File: src/rtl/nn_img_loader_if.sv
// Bundle for nn_img_loader: start command, pixel stream and buffer write port.
// slave = the loader itself, master = whoever drives the stream and owns the buffer.
interface nn_img_loader_if #(
    parameter int DATA_WIDTH = 8,
    parameter int ADDR_WIDTH = 12,
    parameter int PACK       = 6
);
    localparam int TW = DATA_WIDTH * PACK;

    logic                  i_start;
    logic [ADDR_WIDTH-1:0] i_base_addr;
    logic [ADDR_WIDTH+2:0] i_num_px;
    logic                  i_px_valid;
    logic [DATA_WIDTH-1:0] i_px_data;
    logic                  o_px_ready;
    logic                  o_wr_en;
    logic [ADDR_WIDTH-1:0] o_wr_addr;
    logic [TW-1:0]         o_wr_data;
    logic                  o_busy;
    logic                  o_done;

    modport slave (
        input  i_start, i_base_addr, i_num_px, i_px_valid, i_px_data,
        output o_px_ready, o_wr_en, o_wr_addr, o_wr_data, o_busy, o_done
    );

    modport master (
        output i_start, i_base_addr, i_num_px, i_px_valid, i_px_data,
        input  o_px_ready, o_wr_en, o_wr_addr, o_wr_data, o_busy, o_done
    );
endinterface

File: src/rtl/nn_img_loader.sv
// Image buffer feeder: packs PACK serial pixels per word and writes them
// to consecutive buffer addresses starting at a latched base.
module nn_img_loader #(
    parameter int DATA_WIDTH       = 8,
    parameter int ADDR_WIDTH       = 12,
    parameter int PACK             = 6,
    parameter int TOTAL_DATA_WIDTH = DATA_WIDTH * PACK
) (
    input  logic           i_clk,
    input  logic           i_rst,
    nn_img_loader_if.slave bus
);
    localparam int LW = (PACK > 1) ? $clog2(PACK) : 1;
    localparam int CW = ADDR_WIDTH + 3;
    localparam logic [LW-1:0] LAST_LANE = LW'(PACK - 1);

    typedef enum logic [1:0] {
        IDLE,
        LOAD,
        DONE
    } state_e;

    state_e                      state_q;
    logic [LW-1:0]               lane_q;
    logic [CW-1:0]               cnt_q;
    logic [CW-1:0]               num_q;
    logic [ADDR_WIDTH-1:0]       addr_q;
    logic [ADDR_WIDTH-1:0]       wr_addr_q;
    logic [TOTAL_DATA_WIDTH-1:0] word_q;
    logic [TOTAL_DATA_WIDTH-1:0] word_d;
    logic [TOTAL_DATA_WIDTH-1:0] wr_data_q;
    logic                        wr_en_q;
    logic                        done_q;
    logic [CW-1:0]               cnt_d;
    logic                        accept;
    logic                        last_px;
    logic                        word_full;

    assign bus.o_px_ready = (state_q == LOAD);
    assign bus.o_busy     = (state_q != IDLE);
    assign bus.o_wr_en    = wr_en_q;
    assign bus.o_wr_addr  = wr_addr_q;
    assign bus.o_wr_data  = wr_data_q;
    assign bus.o_done     = done_q;

    assign accept    = bus.i_px_valid && (state_q == LOAD);
    assign cnt_d     = cnt_q + 1'b1;
    assign last_px   = (cnt_d == num_q);
    assign word_full = (lane_q == LAST_LANE);

    // Current partial word with the incoming pixel dropped into its lane.
    always_comb begin
        word_d = word_q;
        word_d[lane_q*DATA_WIDTH +: DATA_WIDTH] = bus.i_px_data;
    end

    // Load sequencer; the write strobe and done pulse are registered here.
    always_ff @(posedge i_clk or posedge i_rst) begin
        if (i_rst) begin
            state_q   <= IDLE;
            lane_q    <= '0;
            cnt_q     <= '0;
            num_q     <= '0;
            addr_q    <= '0;
            wr_addr_q <= '0;
            word_q    <= '0;
            wr_data_q <= '0;
            wr_en_q   <= 1'b0;
            done_q    <= 1'b0;
        end else begin
            wr_en_q <= 1'b0;
            done_q  <= 1'b0;
            unique case (state_q)
                IDLE: begin
                    if (bus.i_start) begin
                        if (bus.i_num_px != '0) begin
                            state_q <= LOAD;
                            num_q   <= bus.i_num_px;
                            addr_q  <= bus.i_base_addr;
                            lane_q  <= '0;
                            cnt_q   <= '0;
                            word_q  <= '0;
                        end else begin
                            done_q <= 1'b1;
                        end
                    end
                end
                LOAD: begin
                    if (accept) begin
                        cnt_q <= cnt_d;
                        if (word_full || last_px) begin
                            wr_en_q   <= 1'b1;
                            wr_addr_q <= addr_q;
                            wr_data_q <= word_d;
                            addr_q    <= addr_q + 1'b1;
                            word_q    <= '0;
                            lane_q    <= '0;
                        end else begin
                            word_q <= word_d;
                            lane_q <= lane_q + 1'b1;
                        end
                        if (last_px) begin
                            state_q <= DONE;
                            done_q  <= 1'b1;
                        end
                    end
                end
                DONE: begin
                    state_q <= IDLE;
                end
                default: begin
                    state_q <= IDLE;
                end
            endcase
        end
    end
endmodule

File: src/flat_wrapper.sv
// flat-port wrapper written by rule: the top's interface ports become plain ports
module nn_img_loader_flat 
#(
    parameter int DATA_WIDTH       = 8,
    parameter int ADDR_WIDTH       = 12,
    parameter int PACK             = 6,
    parameter int TOTAL_DATA_WIDTH = DATA_WIDTH * PACK
)
  (i_clk, i_rst, bus_i_start, bus_i_base_addr, bus_i_num_px, bus_i_px_valid, bus_i_px_data, bus_o_px_ready, bus_o_wr_en, bus_o_wr_addr, bus_o_wr_data, bus_o_busy, bus_o_done);
  nn_img_loader_if #(.DATA_WIDTH(DATA_WIDTH), .ADDR_WIDTH(ADDR_WIDTH), .PACK(PACK)) bus_i ();
  input  logic i_clk;
  input  logic i_rst;
  input wire logic [$bits(bus_i.i_start)-1:0] bus_i_start;
  input wire logic [$bits(bus_i.i_base_addr)-1:0] bus_i_base_addr;
  input wire logic [$bits(bus_i.i_num_px)-1:0] bus_i_num_px;
  input wire logic [$bits(bus_i.i_px_valid)-1:0] bus_i_px_valid;
  input wire logic [$bits(bus_i.i_px_data)-1:0] bus_i_px_data;
  output wire logic [$bits(bus_i.o_px_ready)-1:0] bus_o_px_ready;
  output wire logic [$bits(bus_i.o_wr_en)-1:0] bus_o_wr_en;
  output wire logic [$bits(bus_i.o_wr_addr)-1:0] bus_o_wr_addr;
  output wire logic [$bits(bus_i.o_wr_data)-1:0] bus_o_wr_data;
  output wire logic [$bits(bus_i.o_busy)-1:0] bus_o_busy;
  output wire logic [$bits(bus_i.o_done)-1:0] bus_o_done;
  assign bus_i.i_start = bus_i_start;
  assign bus_i.i_base_addr = bus_i_base_addr;
  assign bus_i.i_num_px = bus_i_num_px;
  assign bus_i.i_px_valid = bus_i_px_valid;
  assign bus_i.i_px_data = bus_i_px_data;
  assign bus_o_px_ready = bus_i.o_px_ready;
  assign bus_o_wr_en = bus_i.o_wr_en;
  assign bus_o_wr_addr = bus_i.o_wr_addr;
  assign bus_o_wr_data = bus_i.o_wr_data;
  assign bus_o_busy = bus_i.o_busy;
  assign bus_o_done = bus_i.o_done;
  nn_img_loader #(.DATA_WIDTH(DATA_WIDTH), .ADDR_WIDTH(ADDR_WIDTH), .PACK(PACK), .TOTAL_DATA_WIDTH(TOTAL_DATA_WIDTH)) u_core (.i_clk(i_clk), .i_rst(i_rst), .bus(bus_i));
endmodule
File: config.mk
export PLATFORM = sky130hd
export DESIGN_NAME = nn_img_loader_flat
export DESIGN_NICKNAME = d
export VERILOG_FILES = /design/src/rtl/nn_img_loader_if.sv /design/src/rtl/nn_img_loader.sv /design/src/flat_wrapper.sv
export SDC_FILE = /design/constraint.sdc
export NUM_CORES = 1
export LEC_CHECK = 0
export BUFFER_PORTS_ARGS = -buffer_cell sky130_fd_sc_hd__buf_2
export CAP_MARGIN = 20
export CORE_ASPECT_RATIO = 1.5
export CORE_MARGIN = 2
export CORE_UTILIZATION = 35
export CTS_CLUSTER_DIAMETER = 60
export DETAILED_ROUTE_END_ITERATION = 10
export HOLD_SLACK_MARGIN = 0.12
export PLACE_DENSITY = 0.62
export SLEW_MARGIN = 30
export SYNTH_ARGS = -nofsm -noshare
export SYNTH_HDL_FRONTEND = slang
export SYNTH_SLANG_ARGS = --single-unit
export TNS_END_PERCENT = 30
File: constraint.sdc
create_clock -name i_clk -period 4.5 [get_ports i_clk]
set_clock_uncertainty 0.05 [all_clocks]
set_input_delay 0.45 -clock i_clk [delete_from_list [all_inputs] [get_ports i_clk]]
set_output_delay 0.45 -clock i_clk [all_outputs]
set_load 0.01 [all_outputs]
Yosys cells after proc, flatten, opt, wreduce, memory -nomap -nowiden
Cells that the tools add are included.

Input bits: 39. Word-level logic and storage cells: 68. Output and inout bits: 64. Bits in registers: 157.

Multiplexer cells: 33. Eq/ne operators: 8. Shift-type cells: 2. Reductions and logical operators: 11. $add $sub $neg: 4.

Operators by type and width (count): two-way mux 48 bit (4); case mux 48 bit (2 select lines) (1); bitwise mux 48 bit (1); two-way mux 12 bit (4); variable shift 8 x 34 -> 48 bit (first input constant) (1); indexed part select 8 x 34 -> 48 bit (1); two-way mux 15 bit (3); negator 6 -> 34 bit (1); case mux 15 bit (2 select lines) (1); case mux 12 bit (2 select lines) (1); adder 15 x 1 -> 15 bit (second input constant) (1); == test 15 bit (1); nonzero test 15 bit (1); adder 12 x 1 -> 12 bit (second input constant) (1); two-way mux 3 bit (4); two-way mux 2 bit (4); inequality test 2 x 1 -> 1 bit (second input constant) (4); AND reduction 4 bit (2); two-way mux 1 bit (7); case mux 3 bit (2 select lines) (1); AND reduction 3 bit (2); AND reduction 5 bit (1); case mux 2 bit (2 select lines) (1); nonzero test 2 bit (2); other kinds (8) (8).

Longest topological paths before layout
Depth after elaboration: 6. Depth in mapped cells: 11. Mapped depth without buffers: 8.

Worst setup path before layout
Ideal clock, no wire load.

Path type: flip-flop to flip-flop. Start point: register u_core.lane_q[0]. End point: register u_core.word_q[1]. Setup time: 0.142 ns. Arrival time: 2.704 ns. Data required time: 4.308 ns. Cell stages (with the launch flop): 9. Buffers on the path: 2. Period minus slack after synthesis: 2.896 ns. Path slack: 1.604 ns. Cell sequence: dfrtp_1 buf_2 inv_1 ha_1 ha_1 or4b_2 clkbuf_1 a31oi_1 o2bb2ai_1.

Cells in the longest elaborated chain, start to end: 6. Elaborated cells between the ends (all ways): 9. Those cells by class: add/sub (1); eq/ne (1); shift (2); mux (4); reduce/logical (1).

Ends and longest elaborated chain: start: declaration (RTL line nn_img_loader.sv:24) `logic [LW-1:0] lane_q;`; start signal: assignment (RTL line nn_img_loader.sv:100) `lane_q <= lane_q + 1'b1;`; negator 6 -> 34 bit (RTL line nn_img_loader.sv:54) `word_d[lane_q*DATA_WIDTH +: DATA_WIDTH] = bus.i_px_data;`; indexed part select 8 x 34 -> 48 bit / variable shift 8 x 34 -> 48 bit (equally long branches) (RTL line nn_img_loader.sv:54); bitwise mux 48 bit (RTL line nn_img_loader.sv:54); two-way mux 48 bit (*) (RTL line nn_img_loader.sv:91) `if (word_full || last_px) begin`; two-way mux 48 bit (*) (RTL line nn_img_loader.sv:89) `if (accept) begin`; case mux 48 bit (2 select lines) (*) (RTL line nn_img_loader.sv:73) `unique case (state_q)`; end signal: assignment (RTL line nn_img_loader.sv:99) `word_q <= word_d;`; end: declaration (RTL line nn_img_loader.sv:29) `logic [TOTAL_DATA_WIDTH-1:0] word_q;`.

Every way passes the cells marked *; elsewhere a longest branch is shown, timed or not. The select of a mux whose other input is x is not followed. A chain may end at the register's enable or synchronous reset.

Worst setup path in the final report
Start point: register u_core.cnt_q[0]. End point: register u_core.wr_addr_q[6], in the netlist u_core.bus.o_wr_addr[6].

Cells in the longest elaborated chain, start to end: 4.

Ends and longest elaborated chain: start: declaration (RTL line nn_img_loader.sv:25) `logic [CW-1:0] cnt_q;`; start signal: assignment (RTL line nn_img_loader.sv:90) `cnt_q <= cnt_d;`; adder 15 x 1 -> 15 bit (RTL line nn_img_loader.sv:47) `assign cnt_d = cnt_q + 1'b1;`; == test 15 bit (RTL line nn_img_loader.sv:48) `assign last_px = (cnt_d == num_q);`; logical OR 1 bit (RTL line nn_img_loader.sv:91); AND reduction 3 bit (no source line); end signal: assignment (RTL line nn_img_loader.sv:93) `wr_addr_q <= addr_q;`; end: declaration (RTL line nn_img_loader.sv:28) `logic [ADDR_WIDTH-1:0] wr_addr_q;`.

Every way passes these cells.

==> results.toml <==
[global_route]
grt_start_max_net_pins = 158
overflow = 0
track_usage = 0.178
antenna_found_initial = 0
grt_first_pass_wirelength_um = 34100
grt_pass1_vias = 6428

[synth]
synth_mux_area_frac = 0.105
synthXorXnorAreaFrac = 0.0186
synth.distinct_cells = 64
syn_avg_cell_area_um2 = 9.86
yosysWarnings = 0
ys_seq_area_frac = 0.491
yosys.area_share.simple = 0.187
synthAdderAreaFrac = 0.0109
synthArstFlopShare = 1.00
netlist_area_um2 = 8010
synth_seq_cells = 157
synth_top_cells_by_area = "dfrtp_1, nand2_1, mux2_2"
synth_compound_area_frac = 0.144
yosys.area.top_type_share = 0.491
synth_nets = 858
synth_top_family_by_area = "simple AND/OR/NAND/NOR gates"
ys.flop_type = "dfrtp_1"
synth.largest_area_cell = "dfrtp_1"
synth_edf_count = 0
synth_common_cells = "dfrtp_1, nand2_1, o21ai_0, nand3_1, mux2_2"
synth_cells = 812

[route]
via_per_inst = 5.42
finalWirelength_um = 20900
wl_met1_um = 8750
highest_layer = "met4"
drtIter0Drc = 464
wl_met2_um = 10900
dr.pass1.iters = 5
drc = 0
wl_per_cell_um = 17.7
postRouteAntennaNets = 0
vias = 6395
met3_length_um = 802

[worst_setup_path]
endpoint_kind = "flip-flop"
crit_fanout = 21
crit_arrival_ps = 3730
criticalPathCategory = "flip-flop to flip-flop"
startpoint_type = "flip-flop"
reg2reg_slack_ps = 1030
reg2regPathDepth = 9
timing.rr.end = "u_core.bus.o_wr_addr[6]"
r2r-start = "u_core.cnt_q[0]"
cp.required_ps = 4760

[layout]
fin_util = 0.416
diodes = 0
syn_to_final_growth_pct = 16.4
fillCellCount = 2207
drive_gt1_frac = 0.230
nets = 939

[timing]
fin_crit_ps = 3470
fmax_mhz = 288
slew_violations = 0
finalHoldViolCount = 0
fin_ws_ps = 1030
min_period_over_period = 0.772
tightest_slew_ps = 881
relSlewSlack = 0.412
fin_setup_tns_ps = 0
rsz0062_at_grt = "false"
setup_viol = 0

[die]
die_h_um = 189
start_util = 0.358
core_um2 = 22400
rows = 67
ios = 103
dieArea_um2 = 24100
die_w_um = 128

[clock_tree]
cts_made_buffers = 17
cts_tree = "done"
cts_resized = 0
post_cts_buffers = 0
postCtsHoldBufs = 0
root_buffer = "clkbuf_16"
cts_max_level = 4
clk_pin_slew_worst_paths_ps = 60
clk_latency_ps = 430
cts_buffer_depth = 2
clock_sinks = 157

[pwr]
power_mw = 5.82
irDropWorstVdd_mv = 0.317
p_per_area_nw_per_um2 = 625
leakage_nw = 4.34

[placed_design]
portBuffers = 102
gp_congestion = 0.844
dp_slack_ps = 1050
dp_hpwl_um = 14500

[flow_run]
max_cap_viol_count = 0

[hold_path]
holdPathStages = 3
holdPathEnd = "u_core.num_q[1]"
hp-start = "bus_i_num_px[1]"
hold_class = "input port to flip-flop"

[run_status]
status = "finished, final reports clean"
## how the worst max path moves through the flow
stage                          endpoint  depth (start not counted)  slack, ps        startpoint
6_report        u_core.bus.o_wr_addr[6]                          9       1030   u_core.cnt_q[0]
5_1_grt        u_core.bus.o_wr_data[42]                          9        790   u_core.cnt_q[0]
4_1_cts         u_core.bus.o_wr_addr[3]                          9       1010   u_core.cnt_q[0]
3_5_place_dp   u_core.bus.o_wr_data[38]                          9       1050   u_core.cnt_q[0]
3_3_place_gp   u_core.bus.o_wr_data[25]                          9       1120   u_core.cnt_q[0]
2_1_floorplan          u_core.word_q[1]                          8       1600  u_core.lane_q[0]
## final cells by class
type | instances | area, um^2 | share of cell area
sequential | 157 | 3930 | 0.422
timing repair buffer | 114 | 638 | 0.0685
multi-input combinational | 581 | 3730 | 0.401
clock inverter | 12 | 148 | 0.0158
clock buffer | 18 | 439 | 0.0471
inverter | 22 | 86.3 | 0.00927
tap | 276 | 345 | 0.0371
## critical path: stages (launching register included)
cell and delay (ps):
dfrtp_1 440, ha_1 250, nand2_1 180, nor3_4 390
o2111a_1 280, o22a_1 180, nand4_2 260, a21oi_4 710
buf_12 250, mux2_2 350
## kinds of logic (layout without fill, tap and decap cells)
group / count (synthesis) / in the layout
AND/OR/NAND/NOR: 311 / 311
adder cells (fa/ha/maj): 7 / 7
AO/OA/AOI/OAI: 171 / 171
XOR/XNOR: 17 / 17
flip-flops: 157 / 157
buffers and inverters: 74 / 166
multiplexers: 75 / 75
## routing by layer
layer  vias up  GRT usage
li1       3056          -
met1      3157      0.222
met2       153      0.312
met3        29     0.0305
met4         0     0.0583
met5         -          0
## cell usage in the layout (no fill, tap or decap), types with 4 or more instances in the layout
| cell | instances |
|---|---|
| a21oi_1 | 36 |
| and4_1 | 4 |
| or3_1 | 4 |
| nor2_1 | 34 |
| buf_2 | 102 |
| nor3_1 | 9 |
| a31oi_1 | 4 |
| nand4_1 | 9 |
| nand3_1 | 52 |
| a22oi_1 | 4 |
| buf_4 | 9 |
| clkbuf_16 | 17 |
| and3_1 | 11 |
| a22o_1 | 8 |
| mux2_1 | 27 |
| o21ai_0 | 58 |
| xnor2_1 | 14 |
| o41ai_1 | 4 |
| nor4_1 | 8 |
| o2bb2ai_1 | 15 |
| ha_1 | 7 |
| o31ai_1 | 5 |
| clkinv_2 | 5 |
| dfrtp_1 | 157 |
| and2_1 | 4 |
| inv_1 | 21 |
| mux2_2 | 47 |
| o22ai_1 | 4 |
| a32o_1 | 4 |
| nand2_1 | 157 |
## through the flow
stage	cell area (um^2)	instances	hold WS, ps
3_5_place_dp	8730	1150	398
2_1_floorplan	8010	812	367
3_3_place_gp	8730	1150	390
6_report	9320	1180	176
5_1_grt	9320	1180	181
4_1_cts	9320	1180	165
## where the power goes
group          leakage (nW)  switching [mW]  internal [mW]  total (mW)
Sequential             2.07           0.352           1.92        2.28
Clock                 0.287           0.586          0.876        1.46
Combinational          1.98            1.21          0.873        2.09
## sequential cells by signal, summed over array words and instances, names as in the netlist
name and flops:
u_core.bus.o_wr_en 1, u_core.bus.o_wr_data 48, u_core.bus.o_wr_addr 12, u_core.num_q 15
u_core.bus.o_done 1, u_core.addr_q 12, u_core.state_q 2, u_core.cnt_q 15
u_core.word_q 48, u_core.lane_q 3
No activity file was read; power rests on OpenSTA's default activity.
